$ cat config.mk
export PLATFORM = sky130hd
export DESIGN_NAME = fetch_stage
export DESIGN_NICKNAME = d
export VERILOG_FILES = /design/src/rtl/fetch_stage.sv
export SDC_FILE = /design/constraint.sdc
export NUM_CORES = 1
export LEC_CHECK = 0
export CAP_MARGIN = 20
export CELL_PAD_IN_SITES_DETAIL_PLACEMENT = 1
export CELL_PAD_IN_SITES_GLOBAL_PLACEMENT = 1
export CORE_ASPECT_RATIO = 2
export CORE_UTILIZATION = 31
export CTS_BUF_LIST = sky130_fd_sc_hd__clkbuf_16
export DETAILED_ROUTE_END_ITERATION = 10
export GPL_TIMING_DRIVEN = 0
export PLACE_DENSITY = 0.9
export SYNTH_ARGS = -nofsm -noshare
export SYNTH_HDL_FRONTEND = slang
export SYNTH_SLANG_ARGS = --single-unit
$ cat constraint.sdc
create_clock -name clk -period 2.59 [get_ports clk]
set_input_delay 0.518 -clock clk [delete_from_list [all_inputs] [get_ports clk]]
set_output_delay 0.518 -clock clk [all_outputs]
set_load 0.02 [all_outputs]
$ cat src/rtl/fetch_stage.sv
// Instruction-fetch stage: owns the PC, addresses instruction memory and fills IF/ID.
// Applies redirects (branch, jump), load-use stalls and a sticky PC fault halt.
module fetch_stage #(
  parameter logic [31:0] RESET_PC   = 32'h0000_0000,
  parameter int unsigned IMEM_BYTES = 128
) (
  input  logic        clk,
  input  logic        reset,
  input  logic        stall,
  input  logic        branch_taken,
  input  logic [31:0] branch_target,
  input  logic        jump,
  input  logic [25:0] jump_index,
  output logic [31:0] imem_addr,
  input  logic [31:0] imem_data,
  output logic [31:0] if_id_instr,
  output logic [31:0] if_id_pc4,
  output logic        if_id_valid,
  output logic        pc_fault,
  output logic [31:0] fetch_count
);

  localparam logic [31:0] LastAddr = 32'(IMEM_BYTES - 4);

  logic [31:0] pc_q, pc_d;
  logic [31:0] instr_q, instr_d;
  logic [31:0] pc4_q, pc4_d;
  logic        valid_q, valid_d;
  logic        fault_q, fault_d;
  logic [31:0] count_q, count_d;

  logic [31:0] pcPlus4;
  logic        pcIllegal;

  assign pcPlus4   = pc_q + 32'd4;
  assign pcIllegal = (pc_q[1:0] != 2'b00) || (pc_q > LastAddr);

  // Priority: branch redirect, jump, stall, fault halt, normal fetch.
  always_comb begin
    pc_d    = pc_q;
    instr_d = instr_q;
    pc4_d   = pc4_q;
    valid_d = valid_q;
    fault_d = fault_q;
    count_d = count_q;
    if (branch_taken) begin
      pc_d    = branch_target;
      instr_d = 32'd0;
      pc4_d   = 32'd0;
      valid_d = 1'b0;
    end else if (jump && !stall) begin
      pc_d    = {pc4_q[31:28], jump_index, 2'b00};
      instr_d = 32'd0;
      pc4_d   = 32'd0;
      valid_d = 1'b0;
    end else if (stall) begin
      pc_d = pc_q;
    end else if (fault_q || pcIllegal) begin
      fault_d = 1'b1;
      instr_d = 32'd0;
      pc4_d   = 32'd0;
      valid_d = 1'b0;
    end else begin
      pc_d    = pcPlus4;
      instr_d = imem_data;
      pc4_d   = pcPlus4;
      valid_d = 1'b1;
      count_d = count_q + 32'd1;
    end
  end

  always_ff @(posedge clk) begin
    if (!reset) begin
      pc_q    <= RESET_PC;
      instr_q <= 32'd0;
      pc4_q   <= 32'd0;
      valid_q <= 1'b0;
      fault_q <= 1'b0;
      count_q <= 32'd0;
    end else begin
      pc_q    <= pc_d;
      instr_q <= instr_d;
      pc4_q   <= pc4_d;
      valid_q <= valid_d;
      fault_q <= fault_d;
      count_q <= count_d;
    end
  end

  assign imem_addr   = pc_q;
  assign if_id_instr = instr_q;
  assign if_id_pc4   = pc4_q;
  assign if_id_valid = valid_q;
  assign pc_fault    = fault_q;
  assign fetch_count = count_q;

endmodule

## After elaboration in Yosys (flattened, before gate mapping)

Index checks and enable logic that the tools add are counted.

| storage, ports and cells | value |
|---|---|
| input bits | 95 |
| output and inout bits | 130 |
| register bits | 130 |

| cells by class | value |
|---|---|
| $lt $le $gt $ge | 1 |
| muxes and demuxes | 7 |
| add/sub/neg operators | 2 |
| bitwise gates (word level) | 5 |
| reduce and logical (&&, ||, !) cells | 9 |
| equal/unequal tests | 2 |

Operators with widths:

| kind | count |
|---|---|
| 2-to-1 mux 32 bit | 6 |
| adder 32 x 1 -> 32 bit, second input constant | 1 |
| adder 32 x 3 -> 32 bit, second input constant | 1 |
| > comparator 32 x 7 -> 1 bit, second input constant | 1 |
| AND reduction 4 bit | 2 |
| inverter 1 bit | 5 |
| inequality test 3 x 1 -> 1 bit, second input constant | 1 |
| inequality test 3 bit, second input constant | 1 |
| OR reduction 3 bit | 1 |
| logical OR 1 bit | 2 |
| AND reduction 2 bit | 1 |
| nonzero test 2 bit | 1 |
| logical AND 1 bit | 1 |
| zero test 1 bit | 1 |
| 2-to-1 mux 1 bit | 1 |

## Logic depth before layout (Yosys ltp)

Gate-level depths: netlist of run 1.

| logic depth | value |
|---|---|
| word-level depth | 7 |
| gate-level depth with buffers | 8 |
| mapped depth without buffers | 6 |

## Worst setup path before layout of run 1

Ideal clock, no wire load.

| timing | value |
|---|---|
| kind | input port to flip-flop |
| start point | input stall |
| end point | register count_q[25], in the netlist fetch_count[25] |
| setup slack | 526 ps |
| required time | 2,520 ps |
| data arrival time | 1,993 ps |
| stages on the path | 6 |
| setup time | 70 ps |
| cells stage by stage | nor4_1 and3_1 nand2_1 clkbuf_1 or4_1 a21oi_1 |

| between the ends | value |
|---|---|
| longest elaborated chain between the ends | 4 |

RTL lines:

| what | line | text |
|---|---|---|
| from (decl) | 9 | `input logic stall,` |
| zero test 1 bit | 51 | `end else if (jump && !stall) begin` |
| logical AND 1 bit | 51 |  |
| inverter 1 bit (no source line) | -- |  |
| AND reduction 4 bit (no source line) * | -- |  |
| to (signal assigned) | 86 | `count_q <= count_d;` |
| to (decl) | 30 | `logic [31:0] count_q, count_d;` |

Mark *: on every way between the ends. The rest lies on a longest branch, timed or not.
A chain may end at the register's enable or synchronous reset.

## Worst setup path after layout of run 1

| timing | value |
|---|---|
| start point | input jump |
| end point | register count_q[25], in the netlist fetch_count[25] |

| between the ends | value |
|---|---|
| longest elaborated chain between the ends | 3 |

RTL lines:

| what | line | text |
|---|---|---|
| from (decl) | 12 | `input logic jump,` |
| logical AND 1 bit | 51 |  |
| inverter 1 bit (no source line) | -- |  |
| AND reduction 4 bit (no source line) | -- |  |

Every way passes these cells.

==> qor.yml, run 1 <==
postSynthAreaPerCell_um2: 8.74
rows: 67
status: "completed"
fin_crit_sh: 0.981
die_w_um: 95.0
clock-sinks: 130
cts_made_buffers: 17
die-height_um: 188
wire_per_inst_um: 21.1
synth_area_um2: 5360
ys_types: 47
min_from: "if_id_pc4[13]$_SDFFE_PP0N_"
grt_pass1_vias: 6349
place_area_um2: 7860
path_class: "input pin to register"
antenna_found_initial: 1
fill_cells: 1955
min_period_ps: 2540
grt.total_usage: 0.258
clk_pin_slew_worst_paths_ps: 60
p_int_w: 0.00372
hold_viol: 0
clk_latency_ps: 410
synth_cells: 614
tns_ps: 0
switching_share: 0.258
critPathLaunchType: "input pin"
synth_seq_cells: 130
max_stage_delay_ps: 530
drive_above_1_share: 0.0621
drc: 0
place_hpwl_mm: 16.9
design_area_um2: 8500
grt_pass1_wl_mm: 34.7
critical_path.cell_chain: "clkdlybuf4s50_1 > nor4_4 > and3_1 > nand2_1 > clkbuf_1 > or4_1 > a21oi_1"
dr.pass1.iters: 4
yosysSeqAreaShare: 0.485
cts_root_buffer: "clkbuf_16"
worst-path-stages: 7
cts_buffer_depth: 2
ant_nets: 0
rr_worst_depth: 6
endpoint_kind: "register"
first_iter_violations: 235
mostFrequentLayoutCell: "clkdlybuf4s50_1"
rsz0062_at_grt: "no"
vias: 5900
io_pins: 225
cts_tree: "yes"
crit_arrival_ps: 2870
seq_power_share: 0.417
holdCritPathClass: "register to register"
r2r_end: "fetch_count[12]$_SDFFE_PN0P_"
cap_violations: 0
fmax_mhz: 394
crit_end: "fetch_count[25]$_SDFFE_PN0P_"
coreArea_um2: 16800
slew_headroom: 0.560
vias_per_cell: 5.47
power_frac_comb: 0.105
whs_ps: 458
drv_slew: 0
gp_congestion: 0.837
startpoint: "jump"
final-setup-viol-count: 0
critical-path-slowest-cell: "or4_1"
most-common-layout-cells: "clkdlybuf4s50_1, dfxtp_1, nand2_1, a21oi_1, a22o_1"
finClkSkew_ps: 9.48
required_ps: 2920
path_buf_inv: 2
htreeDepth: 4
gr-total-overflow: 0
crit_family: "simple AND/OR/NAND/NOR gates"
r2r_start: "imem_addr[7]$_SDFFE_PN0P_"
drt_wl_total_mm: 22.7
start_util: 0.318
grt_max_degree: 17
cp_max_fo: 10
portBuffers: 223
p_per_area_nw_per_um2: 591
fin_nets: 954
p_leak_nw: 2.94
area_delta_synth_final_pct: 58.5
syn_nets: 711
worst_pin_slew_ps: 659
r2r_setup_slack_ps: 130
die-area_um2: 17900
ys_warn_count: 0
ir_worst_vdd_mv: 0.446
clkPwrFrac: 0.478
switching_power_w: 0.00130
[kinds of logic (layout without fill, tap and decap cells)]
group | count (synthesis) | after routing | synth area share
AO/OA/AOI/OAI | 174 | 174 | 0.211
XOR/XNOR | 6 | 6 | 0.00980
adder cells (fa/ha/maj) | 2 | 2 | 0.00466
buffers and inverters | 51 | 307 | 0.0413
flip-flops | 130 | 130 | 0.485
multiplexers | 4 | 4 | 0.00746
other | 0 | 1 | 0
AND/OR/NAND/NOR | 247 | 247 | 0.241
[stage by stage]
stage	total power (W)	utilization	cells	setup slack [ps]
after global routing	0.00518	0.504	1078	9.22
after CTS	0.00507	0.502	1076	-27.7
after detailed placement	0.00265	0.466	1044	-637
after floorplan	0.00233	-	614	526
after global placement	0.00263	0.466	1044	-549
final	0.00502	0.504	1078	49.1
[area by class of cell]
class / count / area (um2) / area share
antenna: 1 / 2.50 / 0.000294
buffer: 41 / 189 / 0.0222
clock buffer: 17 / 425 / 0.0501
clock inverter: 15 / 158 / 0.0185
inverter: 9 / 33.8 / 0.00397
multi-input combinational: 433 / 2580 / 0.304
sequential: 130 / 2600 / 0.306
tap: 207 / 259 / 0.0305
timing repair buffer: 225 / 2250 / 0.265
[how the worst min path moves through the flow]
stage | end | slack [ps] | cells after the start
after floorplan | if_id_valid$_SDFFE_PP0N_ | 520 | 2
after global placement | if_id_valid$_SDFFE_PP0N_ | 430 | 2
after detailed placement | if_id_valid$_SDFFE_PP0N_ | 450 | 2
after CTS | if_id_pc4[15]$_SDFFE_PP0N_ | 470 | 1
after global routing | if_id_pc4[15]$_SDFFE_PP0N_ | 480 | 1
final | if_id_pc4[13]$_SDFFE_PP0N_ | 460 | 1
[synth_stat cells, drive strengths merged]
cell type / n / share of area
a221o: 1 / 0.0019
a211oi: 2 / 0.0028
xor2: 4 / 0.0065
buf: 9 / 0.012
nor2b: 1 / 0.0012
o311a: 1 / 0.0019
nand4: 13 / 0.015
o22ai: 2 / 0.0023
and3: 6 / 0.0070
mux2i: 4 / 0.0075
o211ai: 1 / 0.0014
inv: 8 / 0.0056
a2111oi: 2 / 0.0033
a31oi: 1 / 0.0012
nor3: 12 / 0.011
nor4: 14 / 0.020
a22o: 35 / 0.057
nand2b: 4 / 0.0047
a32o: 1 / 0.0019
dfxtp: 130 / 0.49
o221a: 1 / 0.0021
o31ai: 24 / 0.034
or4: 21 / 0.029
o21ai: 20 / 0.019
nor2: 35 / 0.026
nand2: 77 / 0.054
a21o: 1 / 0.0014
ha: 2 / 0.0047
a311oi: 3 / 0.0049
and2: 28 / 0.033
or2: 1 / 0.0012
or3: 13 / 0.016
clkinv: 1 / 0.00070
a21oi: 75 / 0.070
and4: 1 / 0.0016
nand3: 19 / 0.018
clkbuf: 33 / 0.023
xnor2: 2 / 0.0033
o221ai: 4 / 0.0065
nand4b: 2 / 0.0033
[power groups by stage]
| stage | Clock (W) | Sequential [W] | Combinational, W |
|---|---|---|---|
| floorplan | 0 | 0.00216 | 0.000170 |
| global placement | 0 | 0.00213 | 0.000501 |
| detailed placement | 0 | 0.00213 | 0.000511 |
| CTS | 0.00245 | 0.00209 | 0.000521 |
| global route | 0.00253 | 0.00210 | 0.000559 |
| finish | 0.00240 | 0.00210 | 0.000526 |
[flip-flops by register name (all words and copies together) (netlist names)]
register and flops:
if_id_pc4 32, fetch_count 32, if_id_valid 1, imem_addr 32, if_id_instr 32, pc_fault 1
[what timing repair did]
action                                  4_1_cts  5_1_grt
hold buffers                                  0        0
buffers inserted                              0        2
pin swaps                                     0        1
resized for setup                             4        9
endpoints found under the setup margin       53       66
[per-layer routing]
| metal | wire length [um] | vias to the layer above | GRT usage |
|---|---|---|---|
| li1 | - | 2746 | - |
| met1 | 7510 | 2865 | 0.235 |
| met2 | 13000 | 222 | 0.502 |
| met3 | 1020 | 67 | 0.0576 |
| met4 | 1190 | 0 | 0.137 |
| met5 | 0 | - | 0 |
(Power assumes the default switching activity.)
==> run 2, diff against run 1 <==
- CORE_MARGIN: default -> 5
==> qor.yml, run 2 (synthesized netlist as in run 1, its figures left out) <==
status: "completed"  # unchanged
area_delta_synth_final_pct: 59.5  # was 58.5%
start_util: 0.312  # was 0.318
coreArea_um2: 17200  # was 16800 um2
antenna_found_initial: 2  # was 1
gr-total-overflow: 0  # unchanged
mostFrequentLayoutCell: "clkdlybuf4s50_1"  # unchanged
path_class: "register to register"  # was input pin to register
final-setup-viol-count: 0  # unchanged
worst_pin_slew_ps: 684  # was 659 ps
fin_ws_ps: 76.5  # was 49.1 ps
clk_pin_slew_worst_paths_ps: 60  # about the same
tns_ps: 0  # unchanged
place_ws_ps: -652  # was -637 ps
finClkSkew_ps: 10.3  # was 9.48 ps
grt.total_usage: 0.233  # was 0.258
hold_viol: 0  # unchanged
crit_arrival_ps: 2800  # was 2870 ps
p_per_area_nw_per_um2: 593  # was 591 nW/um2
drc: 0  # unchanged
first_iter_violations: 209  # was 235
p_leak_nw: 2.94  # about the same
most-common-layout-cells: "clkdlybuf4s50_1, dfxtp_1, a21oi_1, nand2_1, a22o_1"  # was clkdlybuf4s50_1, dfxtp_1, nand2_1, a21oi_1, a22o_1
holdCritPathClass: "register to register"  # unchanged
required_ps: 2880  # was 2920 ps
gp_congestion: 0.805  # was 0.837
htreeDepth: 4  # unchanged
ant_nets: 0  # unchanged
whs_ps: 463  # was 458 ps
seqCellArea_um2: 2600  # unchanged
dp.cells: 1047  # was 1044
cts_tree: "yes"  # unchanged
drt_wl_total_mm: 23.4  # was 22.7 mm
critPathLaunchType: "register"  # was input pin
vias: 5948  # was 5900
dr.pass1.iters: 5  # was 4
place_hpwl_mm: 17.6  # was 16.9 mm
fin_crit_sh: 0.970  # was 0.981
drv_slew: 0  # unchanged
multi_input_area_um2: 2600  # was 2580 um2
die-height_um: 196  # was 188 um
clock-sinks: 130  # unchanged
fill_cells: 1997  # was 1955
place_area_um2: 7860  # about the same
drive_above_1_share: 0.0699  # was 0.0621
wire_per_inst_um: 21.5  # was 21.1 um
die_w_um: 103  # was 95.0 um
fin_cells: 1085  # was 1078
die-area_um2: 20200  # was 17900 um2
cap_violations: 0  # unchanged
fin_nets: 957  # was 954
cp_max_fo: 10  # unchanged
grt_max_degree: 17  # unchanged
slew_headroom: 0.544  # was 0.560
rows: 68  # was 67
min_period_ps: 2510  # was 2540 ps
io_pins: 225  # unchanged
grt_pass1_wl_mm: 35.7  # was 34.7 mm
cts_root_buffer: "clkbuf_16"  # unchanged
design_area_um2: 8560  # was 8500 um2
cts_buffer_depth: 2  # unchanged
clk_latency_ps: 430  # was 410 ps
fmax_mhz: 398  # was 394 MHz
cts_made_buffers: 17  # unchanged
endpoint_kind: "register"  # unchanged
ir_worst_vdd_mv: 0.472  # was 0.446 mV
portBuffers: 223  # unchanged
grt_pass1_vias: 6513  # was 6349
vias_per_cell: 5.48  # was 5.47
## run 2: changes by cell type in the layout (fill, tap and decap cells not counted), moves of 2 or more
cell        delta
inv_6          -5
clkinvlp_4     +3
nor4_2         +3
buf_2          +2
buf_4          +2
clkbuf_2       -2
nand2_1        -2
nand2_2        +2
nor3_1         -2
nor3_2         +2
nor4_1         -2
## run 2: repair_timing
action	in CTS	in global routing
hold endpoints to repair	0	0
setup endpoints to repair	41	64
gates resized for setup	6	13
setup buffers	0	4
gates cloned	0	0
pin swaps	0	2
hold buffers	0	0
## run 2: layer usage
layer	global-route usage	wire length, um	vias to the layer above
met5	0	0	-
met2	0.441	13200	220
li1	-	-	2750
met1	0.208	7520	2902
met3	0.0651	1370	76
met4	0.139	1280	0
## run 2: stage by stage
step,utilization,power [W]
after floorplan,-,0.00233
after global placement,0.457,0.00263
after detailed placement,0.457,0.00264
after CTS,0.494,0.00510
after global routing,0.498,0.00524
final,0.498,0.00507
## run 2: final timing paths
path / start / end / slack (ps) / cells past startpoint
worst min register to register: if_id_pc4[25]$_SDFFE_PP0N_ / if_id_pc4[25]$_SDFFE_PP0N_ / 460 / 1
worst max-delay path: imem_addr[7]$_SDFFE_PN0P_ / fetch_count[10]$_SDFFE_PN0P_ / 80 / 7
worst max register to register: imem_addr[7]$_SDFFE_PN0P_ / fetch_count[10]$_SDFFE_PN0P_ / 80 / 7
worst min-delay path: if_id_pc4[25]$_SDFFE_PP0N_ / if_id_pc4[25]$_SDFFE_PP0N_ / 460 / 1
## run 2: layout make-up
cell class / count / share of cell area
Antenna cell: 2 / 0.000585
Buffer: 42 / 0.0225
Clock buffer: 17 / 0.0497
Clock inverter: 15 / 0.0199
Inverter: 9 / 0.00395
Multi-Input combinational cell: 433 / 0.304
Sequential cell: 130 / 0.304
Tap cell: 210 / 0.0307
Timing Repair Buffer: 227 / 0.265
## run 2: report_power, final
group	internal [W]	switching [W]
Sequential	0.00204	0.0000582
Combinational	0.000260	0.000267
Clock	0.00150	0.000946
## run 2: critical path: stages (launching register included)
cell	delay, ps
dfxtp_1	380
nor4_2	400
nand2_2	170
or3_4	450
clkbuf_1	280
buf_2	290
o31ai_1	300
a21oi_1	110
==> run 3, diff against run 2 <==
- CAP_MARGIN: 20 -> default
- CELL_PAD_IN_SITES_DETAIL_PLACEMENT: 1 -> default
- CELL_PAD_IN_SITES_GLOBAL_PLACEMENT: 1 -> default
- CORE_UTILIZATION: 31 -> 43
==> qor.yml, run 3 (synthesized netlist as in run 1, its figures left out) <==
status: "completed"  # unchanged
dr.pass1.iters: 8  # was 5
cts_buffer_depth: 2  # unchanged
crit_arrival_ps: 2840  # was 2800 ps
endpoint_kind: "register"  # unchanged
min_period_ps: 2500  # was 2510 ps
final-setup-viol-count: 0  # unchanged
grt_max_degree: 17  # unchanged
p_per_area_nw_per_um2: 589  # was 593 nW/um2
die-area_um2: 14900  # was 20200 um2
coreArea_um2: 12200  # was 17200 um2
rsz0062_at_grt: "no"
min_from: "if_id_pc4[19]$_SDFFE_PP0N_"  # was if_id_pc4[25]$_SDFFE_PP0N_
first_iter_violations: 361  # was 209
p_leak_nw: 2.92  # was 2.94 nW
start_util: 0.440  # was 0.312
hold_viol: 0  # unchanged
ir_worst_vdd_mv: 0.620  # was 0.472 mV
gp_congestion: 0.929  # was 0.805
fmax_mhz: 400  # was 398 MHz
vias: 5974  # was 5948
required_ps: 2930  # was 2880 ps
design_area_um2: 8420  # was 8560 um2
path_class: "input pin to register"  # was register to register
rows: 57  # was 68
portBuffers: 223  # unchanged
r2r_start: "imem_addr[18]$_SDFFE_PN0P_"  # was imem_addr[7]$_SDFFE_PN0P_
slew_headroom: 0.577  # was 0.544
most-common-layout-cells: "clkdlybuf4s50_1, dfxtp_1, a21oi_1, nand2_1, a22o_1"  # unchanged
cts_root_buffer: "clkbuf_16"  # unchanged
cap_violations: 0  # unchanged
place_hpwl_mm: 15.7  # was 17.6 mm
drc: 0  # unchanged
critPathLaunchType: "input pin"  # was register
vias_per_cell: 5.87  # was 5.48
fill_cells: 875  # was 1997
die_w_um: 89.0  # was 103 um
drv_slew: 0  # unchanged
io_pins: 225  # unchanged
grt.total_usage: 0.294  # was 0.233
seqCellArea_um2: 2600  # unchanged
grt_pass1_vias: 6203  # was 6513
clk_pin_slew_worst_paths_ps: 60  # about the same
ant_nets: 0  # unchanged
clock-sinks: 130  # unchanged
htreeDepth: 4  # unchanged
fin_nets: 955  # was 957
critical_path.cell_chain: "clkdlybuf4s50_1 > clkinv_1 > nand2_2 > or4_1 > buf_2 > nor2_4 > buf_4 > a22o_1"  # was nor4_2 > nand2_2 > or3_4 > clkbuf_1 > buf_2 > o31ai_1 > a21oi_1
fin_util: 0.690  # was 0.498
cp_max_fo: 10  # unchanged
finClkSkew_ps: 9.63  # was 10.3 ps
startpoint: "branch_taken"  # was imem_addr[7]$_SDFFE_PN0P_
gr-total-overflow: 0  # unchanged
clk_latency_ps: 420  # was 430 ps
diodes: 0  # was 2
multi_input_area_um2: 2590  # was 2600 um2
critical-path-slowest-cell: "clkdlybuf4s50_1"  # was or3_4
drt_wl_total_mm: 21.7  # was 23.4 mm
area_delta_synth_final_pct: 57.0  # was 59.5%
grt_pass1_wl_mm: 33.7  # was 35.7 mm
holdCritPathClass: "register to register"  # unchanged
mostFrequentLayoutCell: "clkdlybuf4s50_1"  # unchanged
cts_tree: "yes"  # unchanged
drive_above_1_share: 0.0666  # was 0.0699
max_stage_delay_ps: 550  # was 450 ps
die-height_um: 168  # was 196 um
place_area_um2: 7780  # was 7860 um2
worst_pin_slew_ps: 634  # was 684 ps
holdBufCountCts: 0  # unchanged
cts_made_buffers: 17  # unchanged
fin_crit_sh: 0.966  # was 0.970
antenna_found_initial: 0  # was 2
wire_per_inst_um: 21.3  # was 21.5 um
-- run 3: changes by cell type in the layout (fill, tap and decap cells not counted), sizes merged --
cell | before | now
buf | 14 | 12
bufinv | 3 | 1
clkinv | 7 | 5
clkinvlp | 4 | 3
diode | 2 | 0
inv | 10 | 15
-- run 3: critical path, delay by kind of cell --
family / cells / cell delay, ps
and+or+nand+nor: 3 / 900
buffers and inverters: 4 / 1210
AOI/OAI and AO/OA: 1 / 220
-- run 3: stage by stage --
step | setup TNS (ps) | total power [W] | instances | worst slack [ps] | hold slack (ps)
after floorplan | 0 | 0.00233 | 614 | 526 | 521
after global placement | -22670 | 0.00262 | 984 | -482 | 437
after detailed placement | -25780 | 0.00263 | 984 | -515 | 449
after CTS | 0 | 0.00495 | 1018 | 59.1 | 456
after global routing | 0 | 0.00510 | 1018 | 24.2 | 479
final | 0 | 0.00496 | 1018 | 88.7 | 464
-- run 3: final timing paths --
check                                 end  slack (ps)  depth (start not counted)
max reg2reg  if_id_instr[19]$_SDFFE_PP0N_         160                          7
min            if_id_pc4[19]$_SDFFE_PP0N_         460                          1
max          if_id_instr[19]$_SDFFE_PP0N_          90                          8
min reg2reg    if_id_pc4[19]$_SDFFE_PP0N_         460                          1
-- run 3: layout make-up --
type	count	share of cell area
timing repair buffer	225	0.267
multi-input combinational	433	0.307
clock buffer	17	0.0505
sequential	130	0.309
clock inverter	15	0.0174
buffer	42	0.0227
tap	147	0.0218
inverter	9	0.00401
-- run 3: metal layers --
metal | routed length (um) | track usage | vias up
met1 | 6960 | 0.286 | 2809
li1 | - | - | 2754
met2 | 11800 | 0.528 | 330
met4 | 1250 | 0.171 | 0
met5 | 0 | 0 | -
met3 | 1660 | 0.0870 | 81
-- run 3: timing repair --
| item | CTS | global route |
|---|---|---|
| pin swaps | 1 | 0 |
| setup buffers | 2 | 0 |
| cloned | 0 | 0 |
| setup endpoints to repair | 11 | 28 |
| resized for setup | 2 | 14 |
-- run 3: power breakdown --
group / internal, W / total, W / switching (W) / leakage, nW
clock network: 0.00134 / 0.00235 / 0.00101 / 0.271
logic: 0.000259 / 0.000519 / 0.000260 / 1.60
registers: 0.00204 / 0.00209 / 0.0000552 / 1.05
